### config.mk
export PLATFORM = sky130hd
export DESIGN_NAME = seq_shifter
export DESIGN_NICKNAME = d
export VERILOG_FILES = /design/src/rtl/seq_shifter.sv
export SDC_FILE = /design/constraint.sdc
export NUM_CORES = 1
export LEC_CHECK = 0
export CORE_ASPECT_RATIO = 1.25
export CORE_MARGIN = 1.5
export CORE_UTILIZATION = 40
export DETAILED_ROUTE_END_ITERATION = 12
export PLACE_DENSITY = 0.72
export SETUP_SLACK_MARGIN = 0.3
export SLEW_MARGIN = 20
export SYNTH_ARGS = -nofsm -noshare
export SYNTH_HDL_FRONTEND = slang
export SYNTH_SLANG_ARGS = --single-unit
### constraint.sdc
create_clock -name clk -period 2.2 [get_ports clk]
set_input_delay 0.33 -clock clk [delete_from_list [all_inputs] [get_ports clk]]
set_output_delay 0.33 -clock clk [all_outputs]
set_load 0.1 [all_outputs]
### src/rtl/seq_shifter.sv
// Multi-cycle shift/rotate unit: one bit position per clock under a start/busy/done handshake.
// Result, zero and carry are held after completion until the next accepted start.
module seq_shifter #(
    parameter int unsigned WIDTH = 8,
    parameter int unsigned AMT_W = 3
) (
    input  logic             clk,
    input  logic             rst,
    input  logic             start,
    input  logic [1:0]       mode,
    input  logic [AMT_W-1:0] amt,
    input  logic [WIDTH-1:0] operand,
    output logic [WIDTH-1:0] result,
    output logic             zero,
    output logic             carry,
    output logic             busy,
    output logic             done
);

    typedef enum logic [1:0] {
        StIdle,
        StShift,
        StDone
    } state_e;

    localparam logic [1:0] ModeLsl = 2'b00;
    localparam logic [1:0] ModeLsr = 2'b01;
    localparam logic [1:0] ModeAsr = 2'b10;
    localparam logic [1:0] ModeRor = 2'b11;

    state_e             state_q, state_d;
    logic [WIDTH-1:0]   result_q, result_d;
    logic [1:0]         mode_q, mode_d;
    logic [AMT_W-1:0]   count_q, count_d;
    logic               carry_q, carry_d;
    logic               zero_q, zero_d;
    logic               result_upd;

    always_comb begin
        state_d    = state_q;
        result_d   = result_q;
        mode_d     = mode_q;
        count_d    = count_q;
        carry_d    = carry_q;
        result_upd = 1'b0;

        unique case (state_q)
            StIdle: begin
                if (start) begin
                    result_d   = operand;
                    mode_d     = mode;
                    count_d    = amt;
                    carry_d    = 1'b0;
                    result_upd = 1'b1;
                    state_d    = (amt != '0) ? StShift : StDone;
                end
            end
            StShift: begin
                result_upd = 1'b1;
                unique case (mode_q)
                    ModeLsl: begin
                        carry_d  = result_q[WIDTH-1];
                        result_d = {result_q[WIDTH-2:0], 1'b0};
                    end
                    ModeLsr: begin
                        carry_d  = result_q[0];
                        result_d = {1'b0, result_q[WIDTH-1:1]};
                    end
                    // MSB replicated: the sign-extended fill
                    ModeAsr: begin
                        carry_d  = result_q[0];
                        result_d = {result_q[WIDTH-1], result_q[WIDTH-1:1]};
                    end
                    ModeRor: begin
                        carry_d  = result_q[0];
                        result_d = {result_q[0], result_q[WIDTH-1:1]};
                    end
                    default: ;
                endcase
                count_d = count_q - AMT_W'(1);
                if (count_q == AMT_W'(1)) begin
                    state_d = StDone;
                end
            end
            StDone: begin
                state_d = StIdle;
            end
            default: begin
                state_d = StIdle;
            end
        endcase

        zero_d = result_upd ? (result_d == '0) : zero_q;
    end

    always_ff @(posedge clk or posedge rst) begin
        if (rst) begin
            state_q  <= StIdle;
            result_q <= '0;
            mode_q   <= '0;
            count_q  <= '0;
            carry_q  <= 1'b0;
            zero_q   <= 1'b0;
        end else begin
            state_q  <= state_d;
            result_q <= result_d;
            mode_q   <= mode_d;
            count_q  <= count_d;
            carry_q  <= carry_d;
            zero_q   <= zero_d;
        end
    end

    assign result = result_q;
    assign zero   = zero_q;
    assign carry  = carry_q;
    assign busy   = (state_q != StIdle);
    assign done   = (state_q == StDone);

endmodule

==> metrics.csv <==
metric,value,unit
"Clk pin slew, worst setup/hold paths",0.09,ns
area post-placement,0.00139,sq mm
WS Path Type,reg -> out,
WL per Instance,14.3,um
hold crit path type,in -> async,
final hold violation count,0,
setup bufs post-CTS,0,
worst-margin pin slew,0.634,ns
CTS tree,done,
initial antenna violation count,0,
# port buffers,27,
Pre-antenna DRT Iters,4,
Final Slew Violations,0,
Hold WS,0.421,ns
crit path launch,state_q[0],
R2R Path Start,state_q[0],
vias in the first global route,956,
Iteration-0 DRC Markers,31,
#FFs+latches synth,17,
drt total wl,2550,um
CP startpoint kind,register,
CTS root buffer,clkbuf_4,
gr ovfl total,0,
Syn Nets,134,
Fin Setup TNS,0,ns
final worst path period need,1.83,ns
Ys Warns,0,
WP data arrival,1.50,ns
CP max stage cell,dfrtp_1,
RSZ-0062 raised after global routing,no,
"Clk Latency, worst-skew pair",0.28,ns
CP Max Fanout,27,
Die Footprint,0.00300,sq mm
Max Cap Violations,0,
max incr delay on CP,0.46,ns
io pins,28,
status,finished clean,
final RePlAce weighted congestion,0.893,
# rows,20,
ANT nets after route,0,
post-DR vias/cell,5.50,
Worst slew margin,57.7,%
share of cells above drive strength 1,21.4,%
CTS max path bufs,2,
CTS Hold Bufs,0,
"Buf+Inv Stages, Crit Path",2,
Initial Util,43.3,%
Detailed Place HPWL,1960,um
area grow syn2layout,32.3,%
Final setup viols,0,
clk sinks,17,
die width,49.3,um
# fillers,225,
crit path cell chain,buf_4 > or2_2 > buf_12,
post-synthesis cell count,116,
crit end category,primary output,
TritonCTS Buffers,3,
core area,0.00248,sq mm
WP data required,1.87,ns
DR DRC count,0,
Yosys cell types,31,
post-cts sizing count,0,
DR vias,979,
Final nets,164,
"CP delay by family, top",flip-flops,
Worst Skew,0.00123,ns
n_diodes,0,
GRT Util Overall,19.5,%
Tcrit/Tclk final,83.1,%
post-synthesis cell area,0.00107,sq mm
H-tree lvl count,1,
FMAX,0.547,GHz
largest net degree at the start of global routing,28,
Mean Syn Cell Area,9.24,sq um
Die Y-Extent,60.9,um
global-route wire length before repair,4440,um
sequential fraction of the synthesis area,39.7,%
cell area after layout,0.00142,sq mm
[Yosys cell counts]
master / number / area (sq um)
nand3b_1: 1 / 7.51
buf_1: 2 / 7.51
o22a_1: 7 / 61.3
a31oi_1: 3 / 18.8
nor3_1: 3 / 15.0
or3_1: 1 / 6.26
buf_2: 1 / 5.00
o32ai_2: 1 / 16.3
mux2i_1: 7 / 70.1
nand2b_1: 7 / 43.8
or2_2: 1 / 6.26
o31a_1: 1 / 8.76
nor2b_1: 2 / 12.5
a21oi_1: 14 / 70.1
a211oi_1: 3 / 22.5
and2_1: 2 / 12.5
or4_1: 2 / 15.0
nor3b_1: 4 / 30.0
ha_1: 2 / 25.0
nand2_1: 1 / 3.75
buf_6: 1 / 11.3
inv_1: 6 / 22.5
nor2_1: 12 / 45.0
o21ai_0: 3 / 15.0
and4bb_1: 2 / 25.0
mux2_2: 1 / 11.3
clkbuf_1: 3 / 11.3
dfrtp_1: 17 / 425
mux2_1: 2 / 22.5
nor2_2: 2 / 12.5
o22ai_1: 2 / 12.5
[worst paths after layout]
check / depth (start not counted) / end / slack (ns)
max: 3 / busy / 0.37
min: 2 / count_q[1] / 0.42
max reg2reg: 5 / zero / 0.47
min reg2reg: 1 / count_q[1] / 0.53
max in group asynchronous: 2 / result[6] / 1.33
min in group clk: 1 / count_q[1] / 0.53
[through the flow]
stage | std cells | setup slack, ns | utilization, %
after floorplan | 116 | 0.287 | -
after global placement | 174 | 0.103 | 56.1
after detailed placement | 174 | 0.0576 | 56.1
after CTS | 178 | 0.361 | 57.2
after global routing | 178 | 0.307 | 57.3
final | 178 | 0.371 | 57.3
[state kept, by name, indices dropped and copies added, names as in the netlist]
name / flops
state_q: 2
result: 8
zero: 1
carry: 1
count_q: 3
mode_q: 2
[area by class of cell]
type | instances | area (sq um) | share of cell area [%]
Multi-Input combinational cell | 86 | 592 | 41.7
Sequential cell | 17 | 432 | 30.4
Timing Repair Buffer | 32 | 305 | 21.5
Tap cell | 33 | 41.3 | 2.91
Clock buffer | 4 | 26.3 | 1.85
Inverter | 6 | 22.5 | 1.59
[metal layers]
metal  track usage (%)  wire length (um)  part of all wire (%)
met4              10.2                51                   2.0
met1              23.9              1060                    42
met5                 0                 0                     0
met3              1.97               122                   4.8
met2              34.4              1320                    52
[layout by cell type (no fill, tap or decap), types with 3 or more instances in the layout]
cell / n
buf_4: 15
a21oi_1: 14
clkdlybuf4s50_1: 14
nor2_1: 12
dfrtp_1: 12
nand2b_1: 7
o22a_1: 7
mux2i_1: 7
inv_1: 6
dfrtp_2: 5
nor3b_1: 4
a31oi_1: 3
nor3_1: 3
a211oi_1: 3
o21ai_0: 3
clkbuf_4: 3
[logic make-up after synthesis]
group	share of synthesized area (%)
AO/OA/AOI/OAI	21.0
adder cells (fa/ha/maj)	2.33
buffers and inverters	5.37
flip-flops	39.7
multiplexers	9.68
AND/OR/NAND/NOR	21.9
Power is not shown: default switching activity piles up to over one toggle a cycle in this logic, so the estimate is an artifact.
